===== src/rtl/vga_timing_gen.sv =====
// vga_timing_gen: parametrised raster timing generator (H/V sync, visible-area flag,
// pixel position, line/frame strobes) with an integer pixel-clock divider and run enable.
// Optional feature: define VGA_TIMING_FRAME_CNT_EN to add the frame_cnt output and FRAME_W.
module vga_timing_gen #(
  parameter int unsigned H_VISIBLE  = 640,
  parameter int unsigned H_FRONT    = 16,
  parameter int unsigned H_SYNC     = 96,
  parameter int unsigned H_BACK     = 48,
  parameter int unsigned V_VISIBLE  = 480,
  parameter int unsigned V_FRONT    = 10,
  parameter int unsigned V_SYNC     = 2,
  parameter int unsigned V_BACK     = 33,
  parameter int unsigned H_SYNC_POL = 0,
  parameter int unsigned V_SYNC_POL = 0,
  parameter int unsigned PIX_DIV    = 1,
  parameter int unsigned CNT_W      = 10
`ifdef VGA_TIMING_FRAME_CNT_EN
  ,
  parameter int unsigned FRAME_W    = 8
`endif
) (
  input  logic             clk,
  input  logic             rst,
  input  logic             en,
  output logic             pix_en,
  output logic             hsync,
  output logic             vsync,
  output logic             display_on,
  output logic [CNT_W-1:0] hpos,
  output logic [CNT_W-1:0] vpos,
  output logic             line_start,
  output logic             frame_start
`ifdef VGA_TIMING_FRAME_CNT_EN
  ,
  output logic [FRAME_W-1:0] frame_cnt
`endif
);

  localparam int unsigned H_TOTAL      = H_VISIBLE + H_FRONT + H_SYNC + H_BACK;
  localparam int unsigned V_TOTAL      = V_VISIBLE + V_FRONT + V_SYNC + V_BACK;
  localparam int unsigned H_SYNC_START = H_VISIBLE + H_FRONT;
  localparam int unsigned H_SYNC_END   = H_SYNC_START + H_SYNC;
  localparam int unsigned V_SYNC_START = V_VISIBLE + V_FRONT;
  localparam int unsigned V_SYNC_END   = V_SYNC_START + V_SYNC;
  localparam int unsigned MAX_TOTAL    = (H_TOTAL > V_TOTAL) ? H_TOTAL : V_TOTAL;
  localparam int unsigned DIV_W        = (PIX_DIV > 1) ? $clog2(PIX_DIV) : 1;

  localparam logic [DIV_W-1:0] DIV_LAST = DIV_W'(PIX_DIV - 1);
  localparam logic [CNT_W-1:0] H_LAST   = CNT_W'(H_TOTAL - 1);
  localparam logic [CNT_W-1:0] V_LAST   = CNT_W'(V_TOTAL - 1);
  localparam logic             H_ACT    = 1'(H_SYNC_POL != 0);
  localparam logic             V_ACT    = 1'(V_SYNC_POL != 0);

  // Reject configurations whose counters cannot hold a full line or frame
  if ($clog2(MAX_TOTAL) > CNT_W) begin : g_cnt_w_too_small
    $error("vga_timing_gen: CNT_W too narrow for H_TOTAL/V_TOTAL");
  end
  if (PIX_DIV < 1) begin : g_bad_pix_div
    $error("vga_timing_gen: PIX_DIV must be at least 1");
  end

  logic [DIV_W-1:0] div_cnt;
  logic [CNT_W-1:0] h_cnt;
  logic [CNT_W-1:0] v_cnt;
  logic             h_sync_act_c;
  logic             v_sync_act_c;
  logic             visible_c;
  logic             line_hit_c;
  logic             frame_hit_c;

  // Pixel strobe: last divider phase while running
  assign pix_en = en && (div_cnt == DIV_LAST);

  // Pixel-clock divider; holds its phase while en is low
  always_ff @(posedge clk) begin
    if (rst) begin
      div_cnt <= '0;
    end else if (pix_en) begin
      div_cnt <= '0;
    end else if (en) begin
      div_cnt <= div_cnt + DIV_W'(1);
    end
  end

  // Raster position counters, advanced once per pixel
  always_ff @(posedge clk) begin
    if (rst) begin
      h_cnt <= '0;
      v_cnt <= '0;
    end else if (pix_en) begin
      if (h_cnt == H_LAST) begin
        h_cnt <= '0;
        v_cnt <= (v_cnt == V_LAST) ? '0 : v_cnt + CNT_W'(1);
      end else begin
        h_cnt <= h_cnt + CNT_W'(1);
      end
    end
  end

  // Decode of the current (pre-increment) position
  assign h_sync_act_c = (32'(h_cnt) >= H_SYNC_START) && (32'(h_cnt) < H_SYNC_END);
  assign v_sync_act_c = (32'(v_cnt) >= V_SYNC_START) && (32'(v_cnt) < V_SYNC_END);
  assign visible_c    = (32'(h_cnt) < H_VISIBLE) && (32'(v_cnt) < V_VISIBLE);
  assign line_hit_c   = (h_cnt == '0);
  assign frame_hit_c  = line_hit_c && (v_cnt == '0);

  // Output register: loads the decode on each pixel, strobes last exactly one clk
  always_ff @(posedge clk) begin
    if (rst) begin
      hpos        <= '0;
      vpos        <= '0;
      hsync       <= ~H_ACT;
      vsync       <= ~V_ACT;
      display_on  <= 1'b0;
      line_start  <= 1'b0;
      frame_start <= 1'b0;
    end else if (pix_en) begin
      hpos        <= h_cnt;
      vpos        <= v_cnt;
      hsync       <= h_sync_act_c ? H_ACT : ~H_ACT;
      vsync       <= v_sync_act_c ? V_ACT : ~V_ACT;
      display_on  <= visible_c;
      line_start  <= line_hit_c;
      frame_start <= frame_hit_c;
    end else begin
      line_start  <= 1'b0;
      frame_start <= 1'b0;
    end
  end

`ifdef VGA_TIMING_FRAME_CNT_EN
  // Frames started since reset, bumped on the edge that raises frame_start
  always_ff @(posedge clk) begin
    if (rst) begin
      frame_cnt <= '0;
    end else if (pix_en && frame_hit_c) begin
      frame_cnt <= frame_cnt + FRAME_W'(1);
    end
  end
`endif

endmodule


===== config.mk =====
export PLATFORM = sky130hd
export DESIGN_NAME = vga_timing_gen
export DESIGN_NICKNAME = d
export VERILOG_FILES = /design/src/rtl/vga_timing_gen.sv
export SDC_FILE = /design/constraint.sdc
export NUM_CORES = 1
export LEC_CHECK = 0
export ABC_AREA = 0
export CORE_MARGIN = 1.5
export CORE_UTILIZATION = 50
export CTS_BUF_LIST = sky130_fd_sc_hd__clkbuf_4 sky130_fd_sc_hd__clkbuf_8
export DETAILED_ROUTE_END_ITERATION = 12
export DONT_BUFFER_PORTS = 1
export PLACE_DENSITY = 0.63
export SLEW_MARGIN = 25
export SYNTH_ARGS = -nofsm -noshare
export SYNTH_HDL_FRONTEND = slang
export SYNTH_SLANG_ARGS = --single-unit

===== constraint.sdc =====
create_clock -name clk -period 5.7 [get_ports clk]
set_clock_uncertainty 0.15 [all_clocks]
set_input_delay 1.14 -clock clk [delete_from_list [all_inputs] [get_ports clk]]
set_output_delay 1.14 -clock clk [all_outputs]
set_load 0.01 [all_outputs]

==> metrics.txt <==
status=finished clean; DR vias=1580; Root Buffer=clkbuf_8; initial antenna violation count=0; Crit path largest cell delay=0.26 ns; crit path launch type=input pin; crit path max fanout=27; Setup CP Type=input pin to primary output; htree depth=2; top cell type's share of synthesized area=0.457; Synth Instances=234; CP top delay family=buffers and inverters; boundary pin count=29; clock sink count=46; min-delay worst type=flop to flop; cell area after synthesis=2010 sq um; maximum vdd ir drop=92.2 uV; routed length per placed instance=14.9 um; async set-or-reset flop fraction in the synthesized netlist=0; Layout Utilization=0.555; Final #Nets=237; Layout Area Growth over Synthesis=3.85%; full die area=~4400 sq um; largest net degree at the start of global routing=34; Starting Density=0.534; synthesized net count=242; Fmax=about 320 MHz; CTS Buf Count=5; Slew @ Worst Pin=0.405 ns; I/O Buffers=0; CP bufs+invs=3; sequential-to-total area share from yosys stat=0.457; worst-skew pair later-pin latency=0.29 ns; cells along the critical path=nand2b_1, buf_4, clkinv_1, buf_4; # rows=22; Bufs on Longest Clock Path=2; critical path's slowest cell=buf_4; number of vias per cell=5.70; FF+latch count, synth=46; Netlist cell types=50; main area contributors after synthesis=dfxtp_1, nand2_1, a21oi_1; n_diodes=0; GRT Total Usage=0.209; Primary FF master, synth=dfxtp_1; Routed WL=a little over 4 mm; min cycle time layout=between 3 and 4 ns; max-cap viol count=0; RSZ-0062 raised after global routing=no; Leakage=approximately 0.7 nW; endpoints failing setup=0; die width=roughly 66 um; Slew Viols, Final=0; Post-synth EDFFs=0; Iteration-0 DRC Markers=86; Crit path required time=between 4 and 5 ns; area leader, netlist=dfxtp_1; Post-CTS Resized=0; DRC=0; vias in the first global route=1501; period utilisation layout=0.540; fillers=roughly 350; height of the chip=66.5 um; gp weighted congestion=0.870; pre-CTS setup slack=2.61 ns; pwr/cell area=252 nW/um^2; aggregate negative setup slack=0 ns; # hold bufs at CTS=0; hold_ws=0.344 ns; antenna viol nets, final=0; syn_area_per_cell=8.61 sq um; DR pass1 iterations=4; CTS tree=yes; fin cells=277; Fin. Hold Viols=0; Slew headroom=0.730; post-placement cell count=270; Reg clk slew, reported paths=0.08 ns; first-pass GRT wire length=7.00 mm; HPWL after DPL=2.86 mm; crit end category=primary output; critical path arrival=1.79 ns; share of cells above drive strength 1=0.0742; Ys Warns=0; total grt overflow=0; most used cell, CP=buf_4; Post-CTS Setup Inserts=0; worst setup margin=approximately 2.6 ns; most frequent cells in the layout=nand2_1, dfxtp_1, a21oi_1; total core area=3770 sq um
==> metal layers <==
| metal | wire, um | global-route usage | part of all wire |
|---|---|---|---|
| met5 | 0 | 0 | 0 |
| met4 | 48 | 0.0791 | 0.012 |
| met3 | 291 | 0.0642 | 0.071 |
| met2 | 1800 | 0.303 | 0.44 |
| met1 | 1980 | 0.291 | 0.48 |
==> cells by family after synthesis <==
logic type	count (synthesis)	share of synthesized area
AO/OA/AOI/OAI	45	0.131
AND/OR/NAND/NOR	108	0.291
XOR/XNOR	9	0.0391
adder cells (fa/ha/maj)	5	0.0311
buffers and inverters	21	0.0509
flip-flops	46	0.457
==> cells in the mapped netlist (2+ instances only) <==
master    number
xnor2_1        2
nand2_1       46
dfxtp_1       46
nand2b_1       3
ha_1           5
nand3_1        8
clkbuf_1       8
o21ai_0        4
xor2_1         7
or3_1          2
nand4_1        6
and4_1         3
nor4b_1        2
a21oi_1       30
and3_1         3
nor2b_1        3
o31ai_1        2
or4_1          2
nor2_1        14
inv_1          6
nor3_1         3
==> per-stage QoR <==
stage | total power, mW | instance area [sq um]
2_1_floorplan | 0.349 | 2010
4_1_cts | 0.534 | 2090
6_report | 0.528 | 2090
3_5_place_dp | 0.352 | 2010
5_1_grt | 0.554 | 2090
3_3_place_gp | 0.351 | 2010
==> sequential cells by signal, summed over array words and instances, names as in the netlist <==
name	cells
line_start	1
vsync	1
frame_start	1
hsync	1
hpos	10
v_cnt	10
display_on	1
vpos	10
h_cnt	10
div_cnt	1
==> layout make-up <==
class | count | area, sq um | area share
clock buffers | 5 | 68.8 | 0.0329
clock inverters | 2 | 10.0 | 0.00478
inverters | 7 | 26.3 | 0.0126
multi-input cells | 167 | 991 | 0.474
flip-flops and latches | 46 | 921 | 0.440
well taps | 48 | 60.1 | 0.0287
repair buffers | 2 | 15.0 | 0.00718
==> worst min-delay path, cell delays in order (launching register included) <==
cell and delay [ns]:
dfxtp_1 0.34, nand2_1 0.06, a21oi_1 0.05
==> report_power, final <==
| part | internal (mW) | switching (mW) |
|---|---|---|
| Combinational | 0.00547 | 0.0110 |
| Sequential | 0.324 | 0.00312 |
| Clock | 0.0823 | 0.102 |
| Total | 0.412 | 0.116 |
==> worst paths after layout <==
check / from / to / slack [ns] / cells past startpoint
worst max-delay path: en / pix_en / 2.62 / 4
worst min-delay path: vpos[1] / vpos[1] / 0.34 / 2
worst max register to register: h_cnt[1] / v_cnt[7] / 3.56 / 5
worst min register to register: vpos[1] / vpos[1] / 0.34 / 2
No activity file was read; power rests on OpenSTA's default activity.
==> patch 1: new RTL, config.mk and constraints unchanged <==
Register the output `hsync` once more, cleared by the reset; this adds one clock of latency there. The other outputs are not delayed to match.
--- a/src/rtl/vga_timing_gen.sv
+++ b/src/rtl/vga_timing_gen.sv
@@ -50,6 +50,8 @@
   localparam logic [CNT_W-1:0] V_LAST   = CNT_W'(V_TOTAL - 1);
   localparam logic             H_ACT    = 1'(H_SYNC_POL != 0);
   localparam logic             V_ACT    = 1'(V_SYNC_POL != 0);
+
+  logic hsync_s0;
 
   // Reject configurations whose counters cannot hold a full line or frame
   if ($clog2(MAX_TOTAL) > CNT_W) begin : g_cnt_w_too_small
@@ -109,7 +111,7 @@
     if (rst) begin
       hpos        <= '0;
       vpos        <= '0;
-      hsync       <= ~H_ACT;
+      hsync_s0    <= ~H_ACT;
       vsync       <= ~V_ACT;
       display_on  <= 1'b0;
       line_start  <= 1'b0;
@@ -117,7 +119,7 @@
     end else if (pix_en) begin
       hpos        <= h_cnt;
       vpos        <= v_cnt;
-      hsync       <= h_sync_act_c ? H_ACT : ~H_ACT;
+      hsync_s0    <= h_sync_act_c ? H_ACT : ~H_ACT;
       vsync       <= v_sync_act_c ? V_ACT : ~V_ACT;
       display_on  <= visible_c;
       line_start  <= line_hit_c;
@@ -139,5 +141,13 @@
   end
 `endif
 
+  always_ff @(posedge clk) begin
+    if (rst) begin
+      hsync <= '0;
+    end else begin
+      hsync <= hsync_s0;
+    end
+  end
+
 endmodule
 
Behaviour: not the same (Yosys sat finds a counterexample within 4 cycles, from zero or initial values and one cycle with rst high).
==> patch 1 against the original RTL <==
- area after synthesis up 0.68%
- synthesized cell count unchanged
- total power grew 4.2%
- sequential share of layout area is 0.69 points higher
- non-clock buffer count fell by 2
- routed wire length is 3.3% lower
- final area up 0.60%
- worst hold slack worse by 0.014 ns
- setup slack worse by 0.89 ns
- count of clock-buffer cells in the layout rose by 2
- global-route usage fell by 1.1 points
- sequential cell count increased by 1
- fmax fell by 23%
- critical path type unchanged
- critical endpoint unchanged
- highest routed layer unchanged
==> patch 1: results (changes against the original RTL) <==
layout cells sized above 1 6.55% (-0.87 points); IO buf count 0 (unchanged); routed len/inst 14.4 µm (-3.3%); CP max-delay cell clkinv_1; H-Tree Depth 2 (unchanged); vias in the first global route 1451 (-3.3%); initial antenna violation count 0 (unchanged); R2R depth 4 (-1); worst setup path start en; VDD IR max 0.0868 mV (-5.8%); status completed; Ys Warns 0 (unchanged); Post-CTS Setup Repair Bufs 0 (unchanged); vias per cell 5.61 (-1.7%); CTS resizes 0 (unchanged); Worst-Margin Slew 0.922 ns (+0.517 ns); Worst-Skew Late Latency 0.29 ns (about the same); CP Data Arrival Time 2.68 ns (+0.89 ns); top cells by area, synth dfxtp_1 46%, nand2_1 8.3%, a21oi_1 7.4%; Clock Tree Root clkbuf_8; clock buffer depth 2 (unchanged); via count 1553 (-1.7%); dpl hpwl 2860 µm (-0.16%); register area share after synthesis 46.4% (+0.68 points); post-synthesis async set-or-reset flop share 0% (unchanged); Placement Cell Area 0.00202 mm² (+0.12%); Syn Nets 242 (unchanged); CP Max Fanout 27 (unchanged); largest net degree at the start of global routing 34 (unchanged); initial drt markers 79 (-8.1%); worst r2r src div_cnt; drt first pass iters 5 (+1); Total GRT Usage 19.9% (-1.1 points); syn avg cell area 8.67 µm² (+0.68%); Cell variety after synth 49 (-2.0%); Worst-path clk slew 0.08 ns (about the same); cts bufs inserted 5 (unchanged); antenna cells 0 (unchanged); delay-heaviest family, CP buffers and inverters; Synth Flop Type dfxtp_1; placed cell count 269 (-0.37%); Pleak 0.000704 µW (+2.2%); CP peak stage delay 0.91 ns (+0.65 ns); Hold Crit Start hsync_s0; total grt overflow 0 (unchanged); first-pass GRT wire length 6610 µm (-5.5%); Commonest cells post-synth 47 x dfxtp_1, 45 x nand2_1, 30 x a21oi_1, 14 x nor2_1; RD Place Congestion 0.796 (-8.5%); WHS Path Cells 1 (-1); Hold WC Path Type flop to flop
-- patch 1: power by group --
group	leakage (µW)	switching, µW	internal (µW)
Clock	0.0000491	104	95.7
Combinational	0.000274	10.7	4.68
Sequential	0.000380	3.68	331
-- patch 1: cell families after synthesis --
kind of cell             Yosys count  synth area share (%)
adder cells (fa/ha/maj)            5                  3.08
AO/OA/AOI/OAI                     44                  12.4
flip-flops                        47                  46.4
XOR/XNOR                          10                  4.32
buffers and inverters             19                  4.69
AND/OR/NAND/NOR                  109                  29.1
-- patch 1: final cells by class --
cell class	instances	area [µm²]
clock buffer	7	83.8
clock inverter	1	5.00
fill	351	1670
inverter	6	22.5
multi-input combinational	168	992
sequential	47	941
tap	48	60.1
-- patch 1: final timing paths --
path,to,slack (ns)
hold / removal,hsync,0.33
setup reg to reg,frame_start,2.86
setup / recovery,pix_en,1.73
hold reg to reg,hsync,0.33
-- patch 1: layer usage --
metal	track usage (%)	wire length, µm
met4	9.95	65
met5	0	0
met1	28.2	2040
met2	27.5	1550
met3	5.07	326
-- patch 1: stage by stage --
stage	hold WS, ns	worst slack [ns]
after floorplan	0.289	2.58
after global placement	0.310	1.80
after detailed placement	0.318	1.70
after CTS	0.330	1.70
after global routing	0.342	1.53
final	0.330	1.73
==> patch 2: new RTL, same flow settings <==
Made on the original files. Add a define of `VGA_TIMING_FRAME_CNT_EN`.
--- a/src/rtl/vga_timing_gen.sv
+++ b/src/rtl/vga_timing_gen.sv
@@ -1,6 +1,8 @@
 // vga_timing_gen: parametrised raster timing generator (H/V sync, visible-area flag,
 // pixel position, line/frame strobes) with an integer pixel-clock divider and run enable.
 // Optional feature: define VGA_TIMING_FRAME_CNT_EN to add the frame_cnt output and FRAME_W.
+`define VGA_TIMING_FRAME_CNT_EN
+
 module vga_timing_gen #(
   parameter int unsigned H_VISIBLE  = 640,
   parameter int unsigned H_FRONT    = 16,
Formal check against the unedited RTL (old outputs only; new: frame_cnt): equivalent (equiv_simple and equiv_induct, registers matched by name and starting in step).
==> patch 2 against the original RTL <==
- non-clock buffer count is 1 lower
- fmax decreased by 1.1%
- final area rose by 22%
- worst hold slack better by 0.0042 ns
- area after synthesis rose by 22%
- setup slack lost 0.034 ns
- total power grew 26%
- sequential cell count increased by 8
- routed wire length increased by 24%
- combinational power grew 30%
- highest routed layer unchanged
==> patch 2: results (changes against the original RTL) <==
Pleak 0.000840 µW (+22%); Layout Nets 286 (+21%); Synth Area in Adders 3.06% (-0.044 points); dpl ws 2.25 ns (-0.361 ns); Core Area 0.00472 mm² (+25%); Layout non-clock buf frac 0.294% (-0.42 points); Mapped Cells 290 (+24%); R2R depth 6 (+1); top cells by area, synth dfxtp_1 44%, nand2_1 8.1%, a21oi_1 8.0%; CP Data Arrival Time 3.21 ns (+1.42 ns); multi-input gates 208 (+25%); fill count 467 (+33%); placed cell count 337 (+25%); register area share after synthesis 44.1% (-1.6 points); final WL 5110 µm (+24%); Total GRT Usage 20.5% (-0.44 points); initial drt markers 158 (+84%); Commonest cells post-synth 54 x dfxtp_1, 53 x nand2_1, 39 x a21oi_1, 12 x nand3_1, 12 x nor2_1; Cell variety after synth 45 (-10%); Worst-Skew Late Latency 0.31 ns (+0.02 ns); Slew headroom 60.1% (-13 points); Placement Cell Area 0.00244 mm² (+21%); combinational family with the most area after synthesis simple AND/OR/NAND/NOR gates; RD Place Congestion 0.728 (-16%); vias in the first global route 1744 (+16%); Multi-input gate area 0.00124 mm² (+26%); dpl hpwl 3370 µm (+18%); Syn Nets 299 (+24%); status completed; largest net degree at the start of global routing 43 (+26%); via count 1955 (+24%); Compound-Gate Fraction of Synth Area 14.1% (+0.98 points); clock network area share 4.45% (+0.69 points); layout cells sized above 1 6.83% (-0.59 points); fin cells 345 (+25%); first-pass GRT wire length 8580 µm (+23%); clk sink count 54 (+17%); Worst-path clk slew 0.10 ns (+0.02 ns); Non-Clock Buffer Count 1 (-1)
[patch 2: final timing paths]
kind                 from            to  slack (ns)
setup / recovery       en  frame_cnt[5]        2.59
hold / removal    vpos[8]       vpos[8]        0.35
setup reg to reg  div_cnt  frame_cnt[5]        2.99
hold reg to reg   vpos[8]       vpos[8]        0.35
[patch 2: where the power goes]
| group | total, µW | internal, µW | switching, µW | leakage, µW |
|---|---|---|---|---|
| Sequential | 387 | 382 | 5.79 | 0.000437 |
| Combinational | 21.5 | 6.68 | 14.8 | 0.000353 |
| Clock | 258 | 131 | 128 | 0.0000504 |
[patch 2: worst max-delay path, stage by stage]
cell      delay (ns)
nand2b_1        0.03
buf_4           0.22
inv_2           0.38
nand4_1         0.58
or4_1           0.68
a21oi_1         0.15
[patch 2: per-layer routing]
metal / vias up / global-route usage [%] / share of wire, %
met2: 53 / 30.0 / 45
met5: - / 0 / 0
met3: 6 / 5.52 / 6.0
met1: 900 / 29.6 / 48
li1: 996 / - / -
met4: 0 / 5.66 / 1.1
